File: src/rtl/ofdm_tx_frame_ctrl.sv
// ofdm_tx_frame_ctrl: config capture, SIGNAL field generation and serial DATA-field bit stream for the OFDM transmitter
module ofdm_tx_frame_ctrl (
  input  logic        clk,
  input  logic        rst,
  input  logic [20:0] mcu_config_din,
  input  logic        mcu_config_din_start,
  input  logic        mcu_config_din_vld,
  output logic        mcu_config_dout_rdy,
  input  logic [7:0]  mcu_mac_din,
  input  logic        mcu_mac_din_vld,
  output logic        mcu_mac_dout_rdy,
  output logic [23:0] sig_dout,
  output logic        sig_vld,
  output logic        bit_dout,
  output logic        bit_dout_vld,
  input  logic        bit_din_rdy,
  output logic        bit_dout_last,
  output logic [2:0]  TxPWR,
  output logic        cfg_err,
  output logic        tx_end
);
  typedef enum logic [2:0] {IDLE, WAIT_CFG, SIGNAL, SERVICE, PSDU, TAIL, PAD, DONE} state_t;
  state_t state_q, state_d;
  logic cfg_rdy_q, cfg_rdy_d, mac_rdy_q, mac_rdy_d, sig_vld_q, sig_vld_d;
  logic bit_q, bit_d, bit_vld_q, bit_vld_d, bit_last_q, bit_last_d;
  logic cfg_err_q, cfg_err_d, tx_end_q, tx_end_d, hold_full_q, hold_full_d;
  logic [23:0] sig_q, sig_d;
  logic [2:0] pwr_q, pwr_d;
  logic [11:0] len_q, len_d, bytes_q, bytes_d;
  logic [7:0] ndbps_q, ndbps_d, hold_q, hold_d, sh_q, sh_d, sym_q, sym_d;
  logic [3:0] sh_cnt_q, sh_cnt_d, cnt_q, cnt_d;
  logic [11:0] cfg_len;
  logic rate_ok;
  logic [3:0] rc;
  logic [7:0] nd, sym_n;
  logic xfer, byte_xfer, need;
  assign cfg_len = mcu_config_din[20:9];
  assign xfer = bit_vld_q & bit_din_rdy;
  assign byte_xfer = mcu_mac_din_vld & mac_rdy_q;
  assign need = ~bit_vld_q | xfer;
  assign sym_n = (sym_q == ndbps_q - 8'd1) ? 8'd0 : sym_q + 8'd1;
  always_comb begin
    rate_ok = 1'b1;
    rc = 4'b1101;
    nd = 8'd24;
    case (mcu_config_din[8:3])
      6'd6: begin rc = 4'b1101; nd = 8'd24; end
      6'd9: begin rc = 4'b1111; nd = 8'd36; end
      6'd12: begin rc = 4'b0101; nd = 8'd48; end
      6'd18: begin rc = 4'b0111; nd = 8'd72; end
      6'd24: begin rc = 4'b1001; nd = 8'd96; end
      6'd36: begin rc = 4'b1011; nd = 8'd144; end
      6'd48: begin rc = 4'b0001; nd = 8'd192; end
      6'd54: begin rc = 4'b0011; nd = 8'd216; end
      default: rate_ok = 1'b0;
    endcase
  end
  always_comb begin
    state_d = state_q;
    sig_d = sig_q;
    sig_vld_d = 1'b0;
    bit_d = bit_q;
    bit_vld_d = bit_vld_q;
    bit_last_d = bit_last_q;
    pwr_d = pwr_q;
    cfg_err_d = 1'b0;
    len_d = len_q;
    ndbps_d = ndbps_q;
    bytes_d = bytes_q;
    hold_d = hold_q;
    hold_full_d = hold_full_q;
    sh_d = sh_q;
    sh_cnt_d = sh_cnt_q;
    cnt_d = cnt_q;
    sym_d = xfer ? sym_n : sym_q;
    if (byte_xfer) begin
      hold_d = mcu_mac_din;
      hold_full_d = 1'b1;
      bytes_d = bytes_q + 12'd1;
    end
    case (state_q)
      IDLE: state_d = mcu_config_din_start ? WAIT_CFG : IDLE;
      WAIT_CFG: if (mcu_config_din_vld) begin
        if (rate_ok && cfg_len != 12'd0) begin
          state_d = SIGNAL;
          sig_vld_d = 1'b1;
          sig_d = {6'd0, ^{cfg_len, rc}, cfg_len, 1'b0, rc[0], rc[1], rc[2], rc[3]};
          pwr_d = mcu_config_din[2:0];
          len_d = cfg_len;
          ndbps_d = nd;
        end else begin
          state_d = IDLE;
          cfg_err_d = 1'b1;
        end
      end
      SIGNAL: begin
        state_d = SERVICE;
        bit_d = 1'b0;
        bit_vld_d = 1'b1;
        bit_last_d = 1'b0;
        cnt_d = 4'd0;
        sym_d = 8'd0;
        bytes_d = 12'd0;
        hold_full_d = 1'b0;
        sh_cnt_d = 4'd0;
      end
      SERVICE: if (xfer) begin
        state_d = (cnt_q == 4'd15) ? PSDU : SERVICE;
        bit_vld_d = cnt_q != 4'd15;
        cnt_d = cnt_q + 4'd1;
      end
      PSDU: if (need) begin
        if (sh_cnt_q != 4'd0) begin
          bit_d = sh_q[0];
          bit_vld_d = 1'b1;
          sh_d = sh_q >> 1;
          sh_cnt_d = sh_cnt_q - 4'd1;
        end else if (hold_full_q) begin
          bit_d = hold_q[0];
          bit_vld_d = 1'b1;
          sh_d = {1'b0, hold_q[7:1]};
          sh_cnt_d = 4'd7;
          hold_full_d = 1'b0;
        end else if (bytes_q == len_q) begin
          state_d = TAIL;
          bit_d = 1'b0;
          bit_vld_d = 1'b1;
          bit_last_d = 1'b0;
          cnt_d = 4'd0;
        end else
          bit_vld_d = 1'b0;
      end
      TAIL: if (xfer) begin
        state_d = bit_last_q ? DONE : (cnt_q == 4'd5) ? PAD : TAIL;
        bit_vld_d = ~bit_last_q;
        bit_last_d = ~bit_last_q & (cnt_q >= 4'd4) & (sym_d == ndbps_q - 8'd1);
        cnt_d = cnt_q + 4'd1;
      end
      PAD: if (xfer) begin
        state_d = bit_last_q ? DONE : PAD;
        bit_vld_d = ~bit_last_q;
        bit_last_d = ~bit_last_q & (sym_d == ndbps_q - 8'd1);
      end
      DONE: state_d = IDLE;
    endcase
    tx_end_d = state_d == DONE;
    cfg_rdy_d = state_d == IDLE;
    mac_rdy_d = (state_d == PSDU) & ~hold_full_d & (bytes_d != len_d);
  end
  always_ff @(posedge clk) begin
    if (rst) begin
      state_q <= IDLE;
      cfg_rdy_q <= 1'b0;
      mac_rdy_q <= 1'b0;
      sig_q <= 24'd0;
      sig_vld_q <= 1'b0;
      bit_q <= 1'b0;
      bit_vld_q <= 1'b0;
      bit_last_q <= 1'b0;
      pwr_q <= 3'd0;
      cfg_err_q <= 1'b0;
      tx_end_q <= 1'b0;
      len_q <= 12'd0;
      ndbps_q <= 8'd0;
      bytes_q <= 12'd0;
      hold_q <= 8'd0;
      hold_full_q <= 1'b0;
      sh_q <= 8'd0;
      sh_cnt_q <= 4'd0;
      cnt_q <= 4'd0;
      sym_q <= 8'd0;
    end else begin
      state_q <= state_d;
      cfg_rdy_q <= cfg_rdy_d;
      mac_rdy_q <= mac_rdy_d;
      sig_q <= sig_d;
      sig_vld_q <= sig_vld_d;
      bit_q <= bit_d;
      bit_vld_q <= bit_vld_d;
      bit_last_q <= bit_last_d;
      pwr_q <= pwr_d;
      cfg_err_q <= cfg_err_d;
      tx_end_q <= tx_end_d;
      len_q <= len_d;
      ndbps_q <= ndbps_d;
      bytes_q <= bytes_d;
      hold_q <= hold_d;
      hold_full_q <= hold_full_d;
      sh_q <= sh_d;
      sh_cnt_q <= sh_cnt_d;
      cnt_q <= cnt_d;
      sym_q <= sym_d;
    end
  end
  assign mcu_config_dout_rdy = cfg_rdy_q;
  assign mcu_mac_dout_rdy = mac_rdy_q;
  assign sig_dout = sig_q;
  assign sig_vld = sig_vld_q;
  assign bit_dout = bit_q;
  assign bit_dout_vld = bit_vld_q;
  assign bit_dout_last = bit_last_q;
  assign TxPWR = pwr_q;
  assign cfg_err = cfg_err_q;
  assign tx_end = tx_end_q;
endmodule

File: config.mk
export PLATFORM = sky130hd
export DESIGN_NAME = ofdm_tx_frame_ctrl
export DESIGN_NICKNAME = d
export VERILOG_FILES = /design/src/rtl/ofdm_tx_frame_ctrl.sv
export SDC_FILE = /design/constraint.sdc
export NUM_CORES = 1
export LEC_CHECK = 0
export BUFFER_PORTS_ARGS = -buffer_cell sky130_fd_sc_hd__buf_4
export CELL_PAD_IN_SITES_DETAIL_PLACEMENT = 2
export CELL_PAD_IN_SITES_GLOBAL_PLACEMENT = 2
export CORE_MARGIN = 10
export CORE_UTILIZATION = 33
export CTS_CLUSTER_DIAMETER = 50
export DETAILED_ROUTE_END_ITERATION = 8
export GPL_TIMING_DRIVEN = 0
export PLACE_DENSITY = 0.79
export SYNTH_ARGS = -nofsm -noshare
export SYNTH_HDL_FRONTEND = slang
export SYNTH_SLANG_ARGS = --single-unit
File: constraint.sdc
create_clock -name clk -period 6.8 [get_ports clk]
set_input_delay 0.68 -clock clk [delete_from_list [all_inputs] [get_ports clk]]
set_output_delay 0.68 -clock clk [all_outputs]
set_load 0.01 [all_outputs]
# After elaboration in Yosys (flattened, before gate mapping)
# Cells that the tools add are included.
# W data, S select, Z words.
totals:
  latch_bits: 0
  rom_bits: 0
  ramBits: 0
  elab_cells: 159
  mem_count: 0
  regBits: 96
  out_inout_bits: 35
  inputBits: 35
op_classes:
  order_cmp: 1
  n_addsub: 5
  shift: 0
  reduce_logical: 23
  bitwise_logic: 13
  eq_ne: 35
  muxes: 62
  multipliers: 0
  div: 0
op_table:
  columns: ["operator", "count"]
  rows:
  - ["$mux W12", 5]
  - ["$pmux W8 S7", 1]
  - ["$mux W4", 8]
  - ["$mux W8", 4]
  - ["$pmux W4 S7", 1]
  - ["$mux W3", 9]
  - ["$mux W1", 24]
  - ["$pmux W3 S8", 1]
  - ["$eq A3 B3 Y1 const B", 6]
  - ["$eq A6 B6 Y1 const B", 3]
  - ["$eq A8 B8 Y1", 2]
  - ["$reduce_xor A16 Y1", 1]
  - ["$ne A2 B2 Y1 const B", 7]
  - ["$add A12 B1 Y12 const B", 1]
  - ["$eq A12 B12 Y1", 1]
  - ["$eq A6 B4 Y1 const B", 2]
  - ["$eq A6 B5 Y1 const B", 2]
  - ["$ne A12 B12 Y1", 1]
  - ["$pmux W4 S3", 1]
  - ["$reduce_and A3 Y1", 4]
  - ["$reduce_bool A12 Y1", 1]
  - ["$reduce_bool A4 Y1", 3]
  - ["$add A8 B1 Y8 const B", 1]
  - ["$ne A4 B4 Y1 const B", 2]
  - ["28 further kinds", 48]

# Depth between registers and ports, before layout
depth:
  word_depth: 10
  mapped_depth: 12
  mapped_depth_nobuf: 10

# Least setup slack after synthesis
# No wires, ideal clock.
synth_timing:
  kind: "input to register"
  start: "in mcu_config_din[7]"
  end: "reg mac_rdy_q, in the netlist mcu_mac_dout_rdy"
  required_ns: 6.669
  setup_time_ns: 0.131
  stages: 11
  path_slack_ns: 3.998
  n_path_buf: 3
  arrival_time_ns: 2.671
  path_cell_list: "buf_4 xnor2_1 o21ai_1 a22oi_1 or4b_1 buf_2 buf_8 mux2i_4 nor2_1 a2111oi_2 a31oi_1"
synth_between:
  elab_chain_cells: 10
  elab_cells_between_ends: 21
  cone_classes: "eq/ne (10); mux (7); bitwise (2); reduce/logical (2)"
synth_rtl:
  columns: ["item", "line_no", "text"]
  rows:
  - ["start, declared", "5", "input logic [20:0] mcu_config_din,"]
  - ["$eq A6 B6 Y1, or another cell as far along", "46", "case (mcu_config_din[8:3])"]
  - ["$reduce_or A8 Y1 (no line) (*)", null, null]
  - ["$mux W1 (*)", "46", null]
  - ["$logic_and A1 B1 Y1 (*)", "84", "if (rate_ok && cfg_len != 12'd0) begin"]
  - ["$mux W2", "84", null]
  - ["$mux W3", "83", "WAIT_CFG: if (mcu_config_din_vld) begin"]
  - ["$pmux W3 S8", "81", "case (state_q)"]
  - ["$eq A3 B3 Y1", "148", "mac_rdy_d = (state_d == PSDU) & ~hold_full_d & (bytes_d != len_d);"]
  - ["$and A1 B1 Y1", "148", null]
  - ["$and A1 B1 Y1 (*)", "148", null]
  - ["end signal, assigned", "175", "mac_rdy_q <= mac_rdy_d;"]
  - ["end, declared", "24", "logic cfg_rdy_q, cfg_rdy_d, mac_rdy_q, mac_rdy_d, sig_vld_q, sig_vld_d;"]
# Every way passes the cells marked *; elsewhere a longest branch is shown, timed or not.
# A chain may end at the register's enable or synchronous reset.

# Final worst setup path
layout_timing:
  start: "in mcu_config_din[5]"
  end: "reg mac_rdy_q, in the netlist mcu_mac_dout_rdy"
# Same word-level chain as after synthesis.

==> out/results.md <==
### Synthesis
• **synth warn** 0
• **largest family of logic cells by synthesized area** simple AND/OR/NAND/NOR gates
• **Synth async-reset ratio** 0%
• **count of flip-flops with a built-in enable after synthesis** 0
• **count of mapped cells out of synthesis** 643
• **share of the synthesized area in compound gates (AO/OA/AOI/OAI)** 13.4%
• **synthesized flop and latch total** 93
• **Synth Cell Area** 0.00508 mm²
• **syn_area_per_cell** 7.90 µm²
• **area share of fa/ha/maj cells after synthesis** 3.70%
• **share of synthesized area spent on multiplexers** 3.70%
• **post-synthesis xor/xnor area fraction** 11.9%
• **Post-Synth Simple-Gate Area** 24.1%
• **sequential area share after synthesis** 36.7%
• **Yosys cell types** 59
• **dominant synthesized flop cell** sky130_fd_sc_hd__dfxtp_1

### Route
• **DRC** 0
• **number of optimization iterations in the first detailed-route pass** 4
• **number of DRC violations after detailed-routing iteration 0** 200
• **via count** 4806
• **DRT Wirelength** 17600 µm
• **DR vias/cell** 5.27
• **Antenna Nets Post-Route** 0
• **post-detailed-route wirelength per cell** 19.3 µm

### Floorplanning
• **Cell Rows** 45
• **die extent in x** 144 µm
• **number of I/O pins** 70
• **Die Footprint** 0.0207 mm²
• **core area** 0.0151 mm²
• **initial cell density of the core** 33.5%
• **height of the die** 144 µm

### Worst setup path
• **cell repeated most along the worst path** sky130_fd_sc_hd__buf_2
• **slowest CP cell** sky130_fd_sc_hd__buf_1
• **Critical Setup Path Class** primary input to flop
• **Cell Chain, Critical Path** buf_4 -> buf_1 -> mux2i_1 -> a22oi_1 -> or4b_1 -> buf_2 -> buf_8 -> buf_2 -> o211ai_1 -> nand2_1 -> nand4_1 -> a31oi_1
• **Critical Path Source** mcu_config_din[5]
• **Crit path buffers/inverters** 5
• **cell family with most CP delay** buffers and inverters
• **nature of the critical path startpoint** primary input
• **CP max FO** 10
• **worst r2r src** state_q[0]
• **critical path arrival** 3360 ps
• **Critical R2R Capture** mcu_mac_dout_rdy
• **depth of the worst register-to-register path** 12
• **kind of end point of the critical path** flop
• **setup slack, reg-to-reg** 3840 ps
• **worst endpoint required time** 7050 ps
• **end point of the critical path** mcu_mac_dout_rdy
• **Stages on worst setup path** 12
• **Largest stage delay, worst path** 450 ps

### STA
• **fin. max-slew vios** 0
• **unrepaired setup endpoints after global routing** false
• **Slew headroom** 50.8%
• **final clock skew** 7.40 ps
• **final-report setup violation count** 0
• **final critical-path setup slack** 3690 ps
• **final hold violation count** 0
• **peak clock frequency supported by timing** 0.321 GHz
• **Fin Setup TNS** 0 ps
• **Final min period** 3110 ps
• **fraction of the cycle the final worst path needs** 45.8%
• **slew at the pin with the worst max-slew slack** 738 ps

### Cells and area
• **number of diodes added for antenna fixing** 0
• **fraction of layout cells with a size suffix above 1** 14.5%
• **Layout area overhead** 19.9%
• **Post-Route Utilization** 40.2%
• **nets** 769
• **fillers** 1743

### Placed design
• **estimated wirelength of the detail-placed design** 13600 µm
• **routability cong.** 0.828
• **worst slack at placement** 3320 ps
• **number of port buffers** 59

### Clocking
• **number of gates resized after CTS** 0
• **Hold-fix buffers, CTS** 0
• **CTS Root Cell** sky130_fd_sc_hd__clkbuf_16
• **TritonCTS buffer count** 9
• **clock sink count** 93
• **CTS clock-pin slew for the worst setup and hold paths** 70 ps
• **Setup Buffers After CTS** 0
• **CTS H-Tree Depth** 3
• **Clk Latency, worst-skew pair** 350 ps
• **CTS tree** built
• **clk buf depth** 2

### Global routing
• **global route total overflow** 0
• **antenna violations before repair** 0
• **largest net degree at the start of global routing** 17
• **total global routing track utilization** 17.5%
• **first-pass GRT wire length** 28700 µm
• **vias in the first global route** 5337

### Power
• **Worst VDD drop** 0.112 mV
• **power consumption** 1.21 mW
• **ratio of total power to cell area** 198 mW/mm²
• **leakage power summed over all cells** 2.34 nW

### Hold path
• **min-delay worst type** flop to flop

### Run
• **max-cap violations** 0

### Status
• **result of the run** finished, final reports clean

-- placed cells by master, fill, tap and decap left out, drive strengths merged, types with 5 or more instances in the layout --
cell / instances
conb: 7
buf: 80
nor3: 24
o21ai: 16
a31oi: 5
nand3: 12
a21oi: 51
clkbuf: 32
xor2: 23
a211oi: 7
mux2i: 14
xnor2: 46
nand2: 102
dfxtp: 93
nor2: 83
ha: 15
inv: 30
nand4: 12
a311oi: 6
and2: 5
-- cell type report --
class / instances / area, µm² / area share, %
inverter: 28 / 105 / 1.73
clock buffer: 10 / 239 / 3.93
tap: 188 / 235 / 3.87
multi-input combinational: 485 / 2910 / 47.8
sequential: 93 / 1860 / 30.6
buffer: 43 / 225 / 3.70
timing repair buffer: 59 / 443 / 7.28
clock inverter: 6 / 68.8 / 1.13
-- synthesized netlist by cell type, types with 2 or more instances --
library cell,number,area share (%)
sky130_fd_sc_hd__a41oi_1,3,0.52
sky130_fd_sc_hd__xnor2_1,46,7.9
sky130_fd_sc_hd__nand3_1,12,1.2
sky130_fd_sc_hd__buf_4,11,1.6
sky130_fd_sc_hd__a311oi_1,6,1.0
sky130_fd_sc_hd__o221ai_1,2,0.35
sky130_fd_sc_hd__mux2i_2,3,0.81
sky130_fd_sc_hd__buf_2,3,0.30
sky130_fd_sc_hd__nand2_1,102,7.5
sky130_fd_sc_hd__inv_1,26,1.9
sky130_fd_sc_hd__nor4_1,3,0.37
sky130_fd_sc_hd__mux2i_4,2,0.89
sky130_fd_sc_hd__dfxtp_1,93,37
sky130_fd_sc_hd__o21ai_0,13,1.3
sky130_fd_sc_hd__mux2i_1,9,1.8
sky130_fd_sc_hd__nand3b_1,4,0.59
sky130_fd_sc_hd__nand4_1,12,1.5
sky130_fd_sc_hd__nor4b_1,2,0.35
sky130_fd_sc_hd__nor3_1,24,2.4
sky130_fd_sc_hd__buf_1,5,0.37
sky130_fd_sc_hd__a221oi_1,2,0.35
sky130_fd_sc_hd__o22ai_1,4,0.49
sky130_fd_sc_hd__a211oi_1,7,1.0
sky130_fd_sc_hd__nand2b_1,4,0.49
sky130_fd_sc_hd__and3_1,2,0.25
sky130_fd_sc_hd__or4b_1,2,0.39
sky130_fd_sc_hd__or2_2,2,0.25
sky130_fd_sc_hd__nor2b_1,4,0.49
sky130_fd_sc_hd__ha_1,15,3.7
sky130_fd_sc_hd__xor2_1,23,4.0
sky130_fd_sc_hd__o2111ai_1,2,0.35
sky130_fd_sc_hd__a31oi_1,5,0.62
sky130_fd_sc_hd__clkbuf_1,22,1.6
sky130_fd_sc_hd__and4_1,2,0.35
sky130_fd_sc_hd__nor3b_1,2,0.30
sky130_fd_sc_hd__a21oi_1,51,5.0
sky130_fd_sc_hd__o211ai_1,2,0.30
sky130_fd_sc_hd__a211o_1,2,0.35
sky130_fd_sc_hd__nor2_1,83,6.1
sky130_fd_sc_hd__and2_1,5,0.62
sky130_fd_sc_hd__o21ai_1,2,0.20
sky130_fd_sc_hd__o2bb2ai_1,2,0.35
-- state kept, by name, summed over array words and instances (netlist names) --
| name | cells |
|---|---|
| sym_q | 8 |
| cfg_err | 1 |
| bit_dout_last | 1 |
| cnt_q | 4 |
| TxPWR | 3 |
| sig_vld | 1 |
| sh_q | 7 |
| bytes_q | 12 |
| hold_full_q | 1 |
| state_q | 3 |
| ndbps_q | 6 |
| tx_end | 1 |
| hold_q | 8 |
| sig_dout | 17 |
| bit_dout | 1 |
| sh_cnt_q | 4 |
| mcu_mac_dout_rdy | 1 |
| len_q | 12 |
| bit_dout_vld | 1 |
| mcu_config_dout_rdy | 1 |
-- metrics by stage --
stage                     cells  instance area, µm²  hold WS (ps)
final                       912                6090           465
after global routing        912                6090           496
after detailed placement    896                5780           458
after floorplan             649                5100           437
after CTS                   912                6090           471
after global placement      896                5780           446
-- worst min path at each step --
stage            startpoint      endpoint  slack [ps]  cells past startpoint
4_1_cts        sig_dout[11]  sig_dout[11]         470                      2
6_report        sig_dout[5]   sig_dout[5]         460                      2
5_1_grt         sig_dout[9]   sig_dout[9]         500                      2
2_1_floorplan     hold_q[0]     hold_q[0]         440                      2
3_3_place_gp   sig_dout[11]  sig_dout[11]         450                      2
3_5_place_dp       TxPWR[2]      TxPWR[2]         460                      2
-- power breakdown --
group	total [mW]	internal, mW	switching (mW)
logic	0.123	0.0520	0.0709
registers	0.550	0.548	0.00213
clock network	0.533	0.299	0.234
-- worst register-to-register path: cells and delay by family, from the launching register on --
family,cells,cell delay (ps)
DFF,1,310
AOI/OAI and AO/OA,3,500
buffers and inverters,5,800
and+or+nand+nor,4,1200
-- cells by family after synthesis --
| kind of cell | after synthesis |
|---|---|
| flops | 93 |
| buf+inv | 71 |
| fa+ha+maj | 15 |
| simple gates | 270 |
| other cells | 1 |
| xor+xnor | 69 |
| compound gates | 109 |
| mux | 15 |
-- per-layer routing --
metal	vias to the layer above	wire, µm	GRT usage [%]
li1	2316	-	-
met1	2399	7660	20.9
met2	81	9180	31.2
met3	10	673	4.10
met4	0	117	3.12
met5	-	0	0
(Power assumes the default switching activity.)
